**src/rtl/iopad_bank_ctrl_if.sv**
```systemverilog
// Pad-bank signal bundle: core-side controls, pad vectors and status.
// master = core/pad environment, slave = iopad_bank_ctrl.
interface iopad_bank_ctrl_if #(
    parameter int WIDTH  = 8,
    parameter int FILT_W = 4
);
    logic [WIDTH-1:0]  dout_i;
    logic [WIDTH-1:0]  dir_i;
    logic [WIDTH-1:0]  filt_en_i;
    logic [FILT_W-1:0] filt_len_i;
    logic [WIDTH-1:0]  ies_i;
    logic [WIDTH-1:0]  ie_i;
    logic [WIDTH-1:0]  ifg_clr_i;
    logic [WIDTH-1:0]  pad_i;
    logic [WIDTH-1:0]  pad_o;
    logic [WIDTH-1:0]  pad_oe;
    logic [WIDTH-1:0]  din_o;
    logic [WIDTH-1:0]  ifg_o;
    logic              irq_o;

    modport master (
        output dout_i, dir_i, filt_en_i, filt_len_i,
        output ies_i, ie_i, ifg_clr_i, pad_i,
        input  pad_o, pad_oe, din_o, ifg_o, irq_o
    );

    modport slave (
        input  dout_i, dir_i, filt_en_i, filt_len_i,
        input  ies_i, ie_i, ifg_clr_i, pad_i,
        output pad_o, pad_oe, din_o, ifg_o, irq_o
    );
endinterface

```
**src/rtl/iopad_bank_ctrl.sv**
```systemverilog
// GPIO pad bank: registered output path, input synchroniser,
// per-channel glitch filter and edge-interrupt flags.
module iopad_bank_ctrl #(
    parameter int WIDTH       = 8,
    parameter int SYNC_STAGES = 2,
    parameter int FILT_W      = 4
) (
    input logic               mclk,
    input logic               puc_rst,
    iopad_bank_ctrl_if.slave  bus
);
    localparam int CW = FILT_W + 1;

    logic [WIDTH-1:0]  pad_o_q, pad_o_d;
    logic [WIDTH-1:0]  pad_oe_q, pad_oe_d;
    logic [WIDTH-1:0]  sync_q [SYNC_STAGES];
    logic [WIDTH-1:0]  sync_d [SYNC_STAGES];
    logic [FILT_W-1:0] cnt_q [WIDTH];
    logic [FILT_W-1:0] cnt_d [WIDTH];
    logic [WIDTH-1:0]  din_q, din_d;
    logic [WIDTH-1:0]  ifg_q, ifg_d;
    logic [WIDTH-1:0]  x;
    logic [WIDTH-1:0]  rise, fall;
    logic [CW-1:0]     leff;

    assign x = sync_q[SYNC_STAGES-1];

    always_comb begin
        pad_o_d  = bus.dout_i;
        pad_oe_d = bus.dir_i;
        sync_d[0] = bus.pad_i;
        for (int i = 1; i < SYNC_STAGES; i++) begin
            sync_d[i] = sync_q[i-1];
        end
    end

    // A zero threshold behaves as one: no extra delay over the synchroniser.
    always_comb begin
        leff = (bus.filt_len_i == '0) ? CW'(1) : CW'(bus.filt_len_i);
    end

    // Counter is compared one bit wider so cnt+1 can never wrap.
    always_comb begin
        din_d = din_q;
        for (int c = 0; c < WIDTH; c++) begin
            cnt_d[c] = '0;
            if (!bus.filt_en_i[c]) begin
                din_d[c] = x[c];
            end else if (x[c] == din_q[c]) begin
                cnt_d[c] = '0;
            end else if (({1'b0, cnt_q[c]} + CW'(1)) >= leff) begin
                din_d[c] = x[c];
            end else begin
                cnt_d[c] = cnt_q[c] + 1'b1;
            end
        end
    end

    // Set beats a same-cycle clear so no edge is lost.
    always_comb begin
        rise  = ~din_q & din_d;
        fall  = din_q & ~din_d;
        ifg_d = (ifg_q & ~bus.ifg_clr_i) |
                ((bus.ies_i & fall) | (~bus.ies_i & rise));
    end

    always_ff @(posedge mclk or posedge puc_rst) begin
        if (puc_rst) begin
            pad_o_q  <= '0;
            pad_oe_q <= '0;
            din_q    <= '0;
            ifg_q    <= '0;
            for (int i = 0; i < SYNC_STAGES; i++) begin
                sync_q[i] <= '0;
            end
            for (int c = 0; c < WIDTH; c++) begin
                cnt_q[c] <= '0;
            end
        end else begin
            pad_o_q  <= pad_o_d;
            pad_oe_q <= pad_oe_d;
            din_q    <= din_d;
            ifg_q    <= ifg_d;
            sync_q   <= sync_d;
            cnt_q    <= cnt_d;
        end
    end

    assign bus.pad_o  = pad_o_q;
    assign bus.pad_oe = pad_oe_q;
    assign bus.din_o  = din_q;
    assign bus.ifg_o  = ifg_q;
    assign bus.irq_o  = |(ifg_q & bus.ie_i);
endmodule

```
**src/flat_wrapper.sv**
```systemverilog
// flat-port wrapper written by rule: the top's interface ports become plain ports
module iopad_bank_ctrl_flat 
#(
    parameter int WIDTH       = 8,
    parameter int SYNC_STAGES = 2,
    parameter int FILT_W      = 4
)
  (mclk, puc_rst, bus_dout_i, bus_dir_i, bus_filt_en_i, bus_filt_len_i, bus_ies_i, bus_ie_i, bus_ifg_clr_i, bus_pad_i, bus_pad_o, bus_pad_oe, bus_din_o, bus_ifg_o, bus_irq_o);
  iopad_bank_ctrl_if #(.WIDTH(WIDTH), .FILT_W(FILT_W)) bus_i ();
  input logic mclk;
  input logic puc_rst;
  input wire logic [$bits(bus_i.dout_i)-1:0] bus_dout_i;
  input wire logic [$bits(bus_i.dir_i)-1:0] bus_dir_i;
  input wire logic [$bits(bus_i.filt_en_i)-1:0] bus_filt_en_i;
  input wire logic [$bits(bus_i.filt_len_i)-1:0] bus_filt_len_i;
  input wire logic [$bits(bus_i.ies_i)-1:0] bus_ies_i;
  input wire logic [$bits(bus_i.ie_i)-1:0] bus_ie_i;
  input wire logic [$bits(bus_i.ifg_clr_i)-1:0] bus_ifg_clr_i;
  input wire logic [$bits(bus_i.pad_i)-1:0] bus_pad_i;
  output wire logic [$bits(bus_i.pad_o)-1:0] bus_pad_o;
  output wire logic [$bits(bus_i.pad_oe)-1:0] bus_pad_oe;
  output wire logic [$bits(bus_i.din_o)-1:0] bus_din_o;
  output wire logic [$bits(bus_i.ifg_o)-1:0] bus_ifg_o;
  output wire logic [$bits(bus_i.irq_o)-1:0] bus_irq_o;
  assign bus_i.dout_i = bus_dout_i;
  assign bus_i.dir_i = bus_dir_i;
  assign bus_i.filt_en_i = bus_filt_en_i;
  assign bus_i.filt_len_i = bus_filt_len_i;
  assign bus_i.ies_i = bus_ies_i;
  assign bus_i.ie_i = bus_ie_i;
  assign bus_i.ifg_clr_i = bus_ifg_clr_i;
  assign bus_i.pad_i = bus_pad_i;
  assign bus_pad_o = bus_i.pad_o;
  assign bus_pad_oe = bus_i.pad_oe;
  assign bus_din_o = bus_i.din_o;
  assign bus_ifg_o = bus_i.ifg_o;
  assign bus_irq_o = bus_i.irq_o;
  iopad_bank_ctrl #(.WIDTH(WIDTH), .SYNC_STAGES(SYNC_STAGES), .FILT_W(FILT_W)) u_core (.mclk(mclk), .puc_rst(puc_rst), .bus(bus_i));
endmodule
```
**config.mk**
```make
export PLATFORM = sky130hd
export DESIGN_NAME = iopad_bank_ctrl_flat
export DESIGN_NICKNAME = d
export VERILOG_FILES = /design/src/rtl/iopad_bank_ctrl_if.sv /design/src/rtl/iopad_bank_ctrl.sv /design/src/flat_wrapper.sv
export SDC_FILE = /design/constraint.sdc
export NUM_CORES = 1
export LEC_CHECK = 0
export BUFFER_PORTS_ARGS = -buffer_cell sky130_fd_sc_hd__buf_2
export CAP_MARGIN = 30
export CORE_MARGIN = 2
export CORE_UTILIZATION = 52
export DETAILED_ROUTE_END_ITERATION = 8
export GPL_TIMING_DRIVEN = 0
export PLACE_DENSITY = 0.78
export SYNTH_ARGS = -nofsm -noshare
export SYNTH_HDL_FRONTEND = slang
export SYNTH_SLANG_ARGS = --single-unit
```
**constraint.sdc**
```tcl
create_clock -name mclk -period 2.8 [get_ports mclk]
set_clock_uncertainty 0.05 [all_clocks]
set_input_delay 0.42 -clock mclk [delete_from_list [all_inputs] [get_ports mclk]]
set_output_delay 0.42 -clock mclk [all_outputs]
set_load 0.02 [all_outputs]
```
**Word-level counts from Yosys, hierarchy flattened**

Cells that the tools add are included.

- Logic and storage cells: 109
- Bits of input ports: 62
- Flip-flop bits (word level): 80
- Output and inout bits: 33

- Muxes and demuxes: 49
- Equality and inequality tests: 8
- Magnitude comparators: 8
- Bitwise logic cells: 12
- Reduce and logical (&&, ||, !) cells: 2
- Add/subtract/negate cells: 16

Operators by type and width:

| cell | number |
|---|---|
| $mux W4 | 25 |
| $and A8 B8 Y8 | 6 |
| $add A4 B1 Y5 const B | 8 |
| $ge A5 B5 Y1 | 8 |
| $add A4 B1 Y4 const B | 8 |
| $not A8 Y8 | 4 |
| $mux W1 | 24 |
| $or A8 B8 Y8 | 2 |
| $eq A1 B1 Y1 | 8 |
| $reduce_or A8 Y1 | 1 |
| $logic_not A4 Y1 | 1 |

**Logic depth before layout (Yosys ltp)**

Gate-level depths: netlist of run 1.

- Depth after elaboration: 11
- Mapped depth: 10
- Depth with buffers taken out: 8

**Least setup slack after synthesis of run 1**

No wires, ideal clock.

- Path type: input to register
- From: input bus_filt_len_i[3]
- To: register u_core.din_q[1] (netlist: u_core.bus.din_o[1])
- Buffers on the path: 2
- Setup time: 0.128 ns
- Stages: 10
- Slack: 0.134 ns
- Arrival: 2.488 ns
- Data required time: 2.622 ns
- Cells stage by stage: buf_2 -> clkbuf_1 -> nor3_1 -> or2_2 -> ha_1 -> nand2b_1 -> a221oi_2 -> o22ai_2 -> a21oi_2 -> mux2_1

- Longest elaborated chain between the ends: 6

RTL lines:

| what | RTL line | RTL |
|---|---|---|
| from (decl) | flat_wrapper.sv:15 | `input wire logic [$bits(bus_i.filt_len_i)-1:0] bus_filt_len_i;` |
| $logic_not A4 Y1 | iopad_bank_ctrl.sv:39 | `leff = (bus.filt_len_i == '0) ? CW'(1) : CW'(bus.filt_len_i);` |
| $mux W4 (*) | iopad_bank_ctrl.sv:39 |  |
| $ge A5 B5 Y1 (*) | iopad_bank_ctrl.sv:51 | `end else if (({1'b0, cnt_q[c]} + CW'(1)) >= leff) begin` |
| $mux W1 (*) | iopad_bank_ctrl.sv:51 |  |
| $mux W1 (*) | iopad_bank_ctrl.sv:49 | `end else if (x[c] == din_q[c]) begin` |
| $mux W1 (*) | iopad_bank_ctrl.sv:47 | `if (!bus.filt_en_i[c]) begin` |
| via u_core.din_d[1] | iopad_bank_ctrl.sv:20 | `logic [WIDTH-1:0] din_q, din_d;` |
| to (signal assigned) | iopad_bank_ctrl.sv:82 | `din_q <= din_d;` |
| to (decl) | iopad_bank_ctrl.sv:20 |  |

Mark *: on every way through the listed nets, which the timed path passes. The rest lies on a longest branch.

**Worst setup path in the final report of run 1**

- From: input bus_filt_len_i[3]
- To: register u_core.din_q[5] (netlist: u_core.bus.din_o[5])

Same word-level chain as after synthesis.

==> impl_metrics.json, run 1 <==
{
  "final_cell_mix": "buf_2, dfrtp_1, xor2_1, nand3_1, ha_1",
  "num_rows": 31,
  "syn_area_sq_um": 3770,
  "postLayoutCellArea_sq_um": 4610,
  "leakage_nw": 2.31,
  "grt_max_degree": 48,
  "r2r-end": "u_core.bus.din_o[5]",
  "die_h_microns": 89.2,
  "multi_input_area_sq_um": 1710,
  "hold_class": "primary input to asynchronous set/reset pin",
  "max_slew.worst_pin.slew_ps": 450,
  "grt_first_pass_wirelength_mm": 11.9,
  "synthDistinctLibCells": 27,
  "hpwl_mm": 5.30,
  "num_vias": 2693,
  "die-area_sq_um": 7960,
  "setup_viol": 0,
  "vdd_ir_drop_max_mv": 0.365,
  "stdcell_count": 527,
  "diodes": 0,
  "clock_path_buffers": 2,
  "antenna_found_initial": 0,
  "yosysSeqAreaShare_pct": 53.0,
  "synth_xor_area_share_pct": 5.57,
  "fin_crit_sh_pct": 93.7,
  "post-cts-setup-buffer-count": 0,
  "syn_to_final_growth_pct": 22.1,
  "synth-edff-count": 0,
  "cp-start-kind": "primary input",
  "cts_hold_buf": 0,
  "drc": 0,
  "max_freq_ghz": 0.381,
  "synthArstFlopShare_pct": 100,
  "rsz0062_at_grt": "false",
  "hold_viol_final": 0,
  "drt_iter0_drc": 158,
  "p_per_area_nw_per_um2": 596,
  "cts_max_level": 3,
  "die_width_microns": 89.2,
  "grt_usage_pct": 19.8,
  "ios": 95,
  "synth_nets": 404,
  "crit_required_ps": 2970,
  "overflow": 0,
  "cts_tree": "yes",
  "relSlewSlack_pct": 70.0,
  "layout.cells.most_common": "buf_2",
  "clock_sinks": 80,
  "insertion_delay_ps": 340,
  "ys_ff_latch": 80,
  "nets": 509,
  "gp_congestion": 0.814,
  "r2r_slack_ps": 620,
  "synth_fa_ha_area_share_pct": 7.95,
  "postSynthAreaPerCell_sq_um": 11.9,
  "dpl_cell_area_sq_um": 4390,
  "total_power_mw": 2.75,
  "worstSetupPathType": "primary input to flop",
  "slew_viol_final": 0,
  "firstDrtPassIters": 4,
  "synth_compound_area_share_pct": 13.7,
  "synthSimpleGateAreaFrac_pct": 15.6,
  "drt-wirelength-per-cell_microns": 13.4,
  "numCtsBuffers": 9,
  "first_global_vias": 2657,
  "clk_pin_slew_ps": 70,
  "reg2reg_from": "u_core.cnt_q[8]",
  "port_buffers": 93,
  "drive_gt1_share_pct": 32.2,
  "wirelength_mm": 7.07,
  "drv_cap": 0,
  "fillers": 587,
  "synth_top_family_by_area": "simple AND/OR/NAND/NOR gates",
  "ff_latch_area_sq_um": 2000,
  "initial_core_util_pct": 52.9,
  "status": "finished clean",
  "hold_ws_ps": 33.0,
  "cts_resized": 0,
  "drtAntennaViolNets": 0,
  "endpoint_kind": "flop",
  "cts_root_buffer": "clkbuf_8",
  "viasPerCell": 5.11,
  "fin_crit_ps": 2620,
  "yosysWarningCount": 0,
  "synth.area.mux_share_pct": 2.39,
  "coreArea_sq_um": 7140,
  "worstPathArrival_ps": 2800,
  "ys.flop_type": "dfrtp_1",
  "synth_cells": 318,
  "place_inst": 511,
  "crit_path_max_fanout": 10,
  "tns_ps": 0,
  "r2r_cells": 6
}
[state kept, by name (all words and copies together) (netlist names)]
| signal | flops |
|---|---|
| u_core.bus.din_o | 8 |
| u_core.x | 8 |
| u_core.bus.ifg_o | 8 |
| u_core.cnt_q | 32 |
| u_core.sync_d | 8 |
| u_core.bus.pad_o | 8 |
| u_core.bus.pad_oe | 8 |
[layout make-up]
class | instances | area share [%]
Sequential cell | 80 | 43.4
Multi-Input combinational cell | 223 | 37.0
Timing Repair Buffer | 94 | 10.7
Clock buffer | 13 | 3.23
Tap cell | 99 | 2.69
Clock inverter | 3 | 1.41
Inverter | 11 | 0.950
Buffer | 4 | 0.570
[worst max path at each step]
| stage | start | depth (start not counted) | to | slack, ps |
|---|---|---|---|---|
| 2_1_floorplan | bus_filt_len_i[3] | 10 | u_core.bus.din_o[1] | 130 |
| 3_3_place_gp | puc_rst | 2 | u_core.cnt_q[22] | -610 |
| 3_5_place_dp | bus_filt_len_i[3] | 10 | u_core.bus.din_o[0] | -350 |
| 4_1_cts | bus_filt_len_i[3] | 10 | u_core.bus.din_o[5] | 10 |
| 5_1_grt | bus_filt_len_i[3] | 10 | u_core.bus.din_o[7] | 70 |
| 6_report | bus_filt_len_i[3] | 10 | u_core.bus.din_o[5] | 180 |
[synth_stat cells (10+ instances only)]
cell type | count | share of area, %
nand3_1 | 24 | 3.2
ha_1 | 24 | 8.0
xor2_1 | 24 | 5.6
a21oi_1 | 16 | 2.1
nor3b_1 | 14 | 2.8
and2_1 | 16 | 2.7
inv_1 | 10 | 0.99
nor2_1 | 10 | 0.99
dfrtp_1 | 80 | 53
nor2b_1 | 16 | 2.7
nand2_1 | 16 | 1.6
[metal layers]
metal | part of all wire (%) | track usage (%) | vias to the layer above
met5 | 0 | 0 | -
met4 | 1.5 | 8.14 | 0
met3 | 5.4 | 4.99 | 10
met2 | 49 | 32.5 | 65
met1 | 44 | 25.2 | 1282
li1 | - | - | 1336
[stage by stage]
step | util, % | setup slack [ps]
global placement | 61.2 | -612
global route | 64.6 | 67.7
finish | 64.6 | 176
detailed placement | 61.6 | -351
floorplan | - | 134
CTS | 64.6 | 13.1
[cells by family after synthesis]
| family | Yosys count |
|---|---|
| adders and majority gates | 24 |
| AOI/OAI and AO/OA | 60 |
| muxes | 8 |
| xor gates and xnor gates | 24 |
| DFF | 80 |
| and+or+nand+nor | 107 |
| buffers and inverters | 15 |
[worst max-delay path: stages]
cell and delay, ps:
buf_2 200, clkbuf_2 280, nor3_1 80, or2_2 400
ha_1 310, nand2b_1 160, a221oi_2 300, o22ai_2 120
a21oi_2 180, mux2_1 340
[where the power goes]
part | total, mW | switching, mW | leakage, nW | internal [mW]
Clock | 0.905 | 0.379 | 0.108 | 0.526
Combinational | 0.538 | 0.297 | 1.19 | 0.241
Sequential | 1.30 | 0.0681 | 1.01 | 1.24
Total | 2.75 | 0.744 | 2.31 | 2.00
(Power assumes the default switching activity.)
==> inputs of run 2 (changes only) <==
Settings changed: MAX_ROUTING_LAYER set to met4.
==> run 2 against run 1 <==
Compared with the run above: power is essentially flat; utilization is the same; critical path depth is the same; critical endpoint unchanged; highest routed layer unchanged.
==> impl_metrics.json, run 2 (synthesized netlist as in run 1, its figures left out) <==
{
  "status": "finished clean",
  "vdd_ir_drop_max_mv": 0.365,
  "die-area_sq_um": 7960,
  "combPwrFrac_pct": 19.6,
  "firstDrtPassIters": 4,
  "diodes": 0,
  "grt_max_degree": 48,
  "nets": 509,
  "max_freq_ghz": 0.381,
  "die_h_microns": 89.2,
  "gp_congestion": 0.826,
  "layout.cells.most_common": "buf_2",
  "drive_gt1_share_pct": 32.2,
  "drt_iter0_drc": 161,
  "final_cell_mix": "buf_2, dfrtp_1, xor2_1, nand3_1, ha_1",
  "drc": 0,
  "dpl_cell_area_sq_um": 4390,
  "relSlewSlack_pct": 69.9,
  "clk_pin_slew_ps": 70,
  "cts_max_level": 3,
  "drv_cap": 0,
  "insertion_delay_ps": 350,
  "intPower_mw": 2.00,
  "antenna_found_initial": 0,
  "cts_hold_buf": 0,
  "fin_crit_ps": 2620,
  "seqPwrFrac_pct": 47.4,
  "max_slew.worst_pin.slew_ps": 451,
  "drtAntennaViolNets": 0,
  "worstPathArrival_ps": 2800,
  "endpoint_kind": "flop",
  "cts_tree": "yes",
  "num_rows": 31,
  "coreArea_sq_um": 7140,
  "ios": 95,
  "largest_reg_flops": 32,
  "largest-register": "u_core.cnt_q",
  "wirelength_mm": 7.08,
  "cts_resized": 0,
  "hold_viol_final": 0,
  "clock_path_buffers": 2,
  "port_buffers": 93,
  "fin_crit_sh_pct": 93.7,
  "worstSetupPathType": "primary input to flop",
  "first_global_vias": 2656,
  "postLayoutCellArea_sq_um": 4610,
  "p_clk_share_pct": 33.0,
  "fin_util_pct": 64.6,
  "hpwl_mm": 5.30,
  "switching_power_mw": 0.745,
  "drt-wirelength-per-cell_microns": 13.4,
  "p_per_area_nw_per_um2": 596,
  "syn_to_final_growth_pct": 22.1,
  "cp-start-kind": "primary input",
  "hold_class": "primary input to asynchronous set/reset pin",
  "swShare_pct": 27.1,
  "total_power_mw": 2.75,
  "viasPerCell": 5.10,
  "grt_first_pass_wirelength_mm": 11.9,
  "post-cts-setup-buffer-count": 0,
  "rsz0062_at_grt": "false",
  "num_vias": 2688,
  "setup_viol": 0,
  "grt_usage_pct": 20.4,
  "numCtsBuffers": 9,
  "slew_viol_final": 0,
  "clock_sinks": 80,
  "initial_core_util_pct": 52.9,
  "cts_root_buffer": "clkbuf_8",
  "overflow": 0,
  "leakage_nw": 2.31,
  "crit_path_max_fanout": 10,
  "hold_ws_ps": 33.0,
  "die_width_microns": 89.2,
  "crit_required_ps": 2970
}
run 2: cell counts in the layout (fill, tap and decap cells not counted):
Identical to the previous run, type by type.
run 2: per-stage QoR:
stage / instances / TNS, ps / setup WS (ps)
2_1_floorplan: 318 / 0 / 134
3_3_place_gp: 510 / -54510 / -612
3_5_place_dp: 511 / -6960 / -351
4_1_cts: 527 / 0 / 13.1
5_1_grt: 527 / 0 / 67.7
6_report: 527 / 0 / 177
run 2: routing by layer:
| metal | global-route usage, % | wire length, microns | share of wire (%) | vias up |
|---|---|---|---|---|
| met1 | 25.3 | 3240 | 46 | 1283 |
| met2 | 32.5 | 3430 | 48 | 59 |
| met3 | 4.71 | 298 | 4.2 | 10 |
| met5 | - | 0 | 0 | - |
| met4 | 8.14 | 108 | 1.5 | 0 |
| li1 | - | - | - | 1336 |
run 2: path summary, 6_finish.rpt:
check | from | endpoint | slack, ps | cells after the start
setup / recovery | bus_filt_len_i[3] | u_core.bus.din_o[5] | 180 | 10
hold / removal | puc_rst | u_core.bus.pad_o[2] | 30 | 2
setup reg to reg | u_core.cnt_q[8] | u_core.bus.din_o[5] | 630 | 6
hold reg to reg | u_core.sync_d[0] | u_core.x[0] | 300 | 0
max in group asynchronous | puc_rst | u_core.bus.din_o[7] | 2100 | 3
min in group mclk | bus_pad_i[2] | u_core.sync_d[2] | 120 | 1
run 2: critical path, cell delays in order:
cell and delay (ps):
buf_2 200, clkbuf_2 280, nor3_1 80, or2_2 400, ha_1 310, nand2b_1 160, a221oi_2 290, o22ai_2 120
a21oi_2 180, mux2_1 340
run 2: final cells by class:
cell class | count | area, sq um
buffer | 4 | 26.3
timing repair buffer | 94 | 493
inverter | 11 | 43.8
clock buffer | 13 | 149
sequential | 80 | 2000
clock inverter | 3 | 65.1
multi-input combinational | 223 | 1710
tap | 99 | 124
fill | 587 | 2530
run 2: power by group through the flow:
stage | registers (mW) | clock network (mW) | logic (mW)
floorplan | 1.37 | 0 | 0.320
global placement | 1.32 | 0 | 0.522
detailed placement | 1.33 | 0 | 0.540
CTS | 1.30 | 0.930 | 0.545
global route | 1.32 | 0.979 | 0.604
finish | 1.30 | 0.906 | 0.538
==> inputs of run 3 (changes only) <==
Settings changed: CTS_BUF_LIST set to sky130_fd_sc_hd__clkbuf_4, SLEW_MARGIN set to 20.
==> run 3 against run 2 <==
Compared with the run above: critical path depth unchanged; clock power is 18% lower; power decreased by 6.0%; cell area fell by 0.98%; sequential cell count stayed put; sequential power hardly changed; utilization fell by 0.63 points; via count rose by 0.97%; critical path type unchanged; largest cell class unchanged; highest routed layer unchanged.
==> impl_metrics.json, run 3 (synthesized netlist as in run 1, its figures left out) <==
{
  "status": "finished clean",
  "dpl_cell_area_sq_um": 4390,
  "fin_crit_sh_pct": 91.0,
  "critPathSlowestCell": "or2_2",
  "wirelength_mm": 7.05,
  "viasPerCell": 5.14,
  "intPower_mw": 1.86,
  "ios": 95,
  "num_vias": 2714,
  "cp_cell_sequence": "buf_2 > clkbuf_2 > nor3_1 > or2_2 > ha_1 > nand2b_1 > a221oi_2 > o22ai_2 > a21oi_2 > mux2_1",
  "antenna_found_initial": 0,
  "hpwl_mm": 5.30,
  "relSlewSlack_pct": 70.1,
  "die_width_microns": 89.2,
  "die_h_microns": 89.2,
  "cts_root_buffer": "clkbuf_4",
  "clk_pin_slew_ps": 120,
  "place_inst": 511,
  "clock_path_buffers": 2,
  "post-cts-setup-buffer-count": 0,
  "firstDrtPassIters": 4,
  "die-area_sq_um": 7960,
  "setup_viol": 0,
  "total_power_mw": 2.58,
  "hold_ws_ps": 54.3,
  "p_clk_share_pct": 28.7,
  "fin_ws_ps": 252,
  "leakage_nw": 2.29,
  "final_cell_mix": "buf_2, dfrtp_1, xor2_1, nand3_1, ha_1",
  "seqPwrFrac_pct": 50.4,
  "switching_power_mw": 0.719,
  "tns_ps": 0,
  "crit_path_max_fanout": 10,
  "gp_congestion": 0.826,
  "grt_first_pass_wirelength_mm": 11.9,
  "fin_crit_ps": 2550,
  "nets": 510,
  "clock_sinks": 80,
  "pre_cts_slack_ps": -351,
  "slew_viol_final": 0,
  "cts_max_level": 3,
  "max_slew.worst_pin.slew_ps": 448,
  "drive_gt1_share_pct": 32.6,
  "max_freq_ghz": 0.393,
  "initial_core_util_pct": 52.9,
  "port_buffers": 93,
  "grt_usage_pct": 20.4,
  "cts_tree": "yes",
  "largest-register": "u_core.cnt_q",
  "rsz0062_at_grt": "false",
  "hold_viol_final": 0,
  "stdcell_count": 528,
  "drv_cap": 0,
  "num_rows": 31,
  "insertion_delay_ps": 410,
  "overflow": 0,
  "swShare_pct": 27.8,
  "syn_to_final_growth_pct": 20.9,
  "numCtsBuffers": 9,
  "largest_reg_flops": 32,
  "worstPathArrival_ps": 2800,
  "drt_iter0_drc": 118,
  "diodes": 0,
  "max_stage_delay_ps": 400,
  "grt_max_degree": 48,
  "vdd_ir_drop_max_mv": 0.312,
  "worstSetupPathType": "primary input to flop",
  "drc": 0,
  "coreArea_sq_um": 7140,
  "crit_required_ps": 3050,
  "hold_class": "primary input to flop",
  "cp-start-kind": "primary input",
  "endpoint_kind": "flop",
  "drt-wirelength-per-cell_microns": 13.4,
  "layout.cells.most_common": "buf_2",
  "drtAntennaViolNets": 0,
  "combPwrFrac_pct": 20.9,
  "first_global_vias": 2650,
  "p_per_area_nw_per_um2": 566,
  "postLayoutCellArea_sq_um": 4560,
  "fin_util_pct": 64.0
}
==> run 3: path summary, 6_finish.rpt <==
path                                   startpoint                  end  cells after the start  slack (ps)
max in group asynchronous                 puc_rst  u_core.bus.pad_o[3]                      4        1600
worst min-delay path                 bus_pad_i[2]     u_core.sync_d[2]                      1          50
min in group asynchronous                 puc_rst  u_core.bus.pad_o[2]                      3         530
worst max register to register    u_core.cnt_q[8]  u_core.bus.din_o[5]                      6         630
worst max-delay path            bus_filt_len_i[3]  u_core.bus.din_o[4]                     10         250
worst min register to register   u_core.sync_d[7]          u_core.x[7]                      0         310
==> run 3: per-layer routing <==
layer / vias to the layer above / global-route usage, % / share of wire, %
li1: 1342 / - / -
met1: 1290 / 25.5 / 45
met2: 71 / 32.5 / 48
met3: 11 / 3.60 / 4.7
met4: 0 / 9.36 / 1.7
met5: - / - / 0
==> run 3: power groups by stage <==
stage          registers [mW]  logic (mW)  clock network, mW
2_1_floorplan            1.37       0.320                  0
3_3_place_gp             1.32       0.522                  0
3_5_place_dp             1.33       0.540                  0
4_1_cts                  1.30       0.545              0.771
5_1_grt                  1.32       0.604              0.818
6_report                 1.30       0.539              0.742
==> run 3: area by class of cell <==
cell class              count  area (sq um)
plain buffers               4          26.3
clock buffers              12          90.1
clock inverters             4          68.8
fillers                   594          2570
inverters                  11          43.8
multi-input cells         223          1710
flip-flops and latches     80          2000
well taps                  99           124
repair buffers             95           503
==> run 3: worst max-delay path, delay by kind of cell <==
| family | cells | cell delay, ps |
|---|---|---|
| and+or+nand+nor | 3 | 630 |
| AOI/OAI and AO/OA | 3 | 630 |
| buffers and inverters | 2 | 480 |
| muxes | 1 | 330 |
| adders and majority gates | 1 | 310 |
==> run 3: what timing repair did <==
action | in CTS | in global routing
hold endpoints to repair | 33 | 0
gates resized for setup | 0 | 2
endpoints found under the setup margin | 0 | 6
hold buffers | 1 | 0
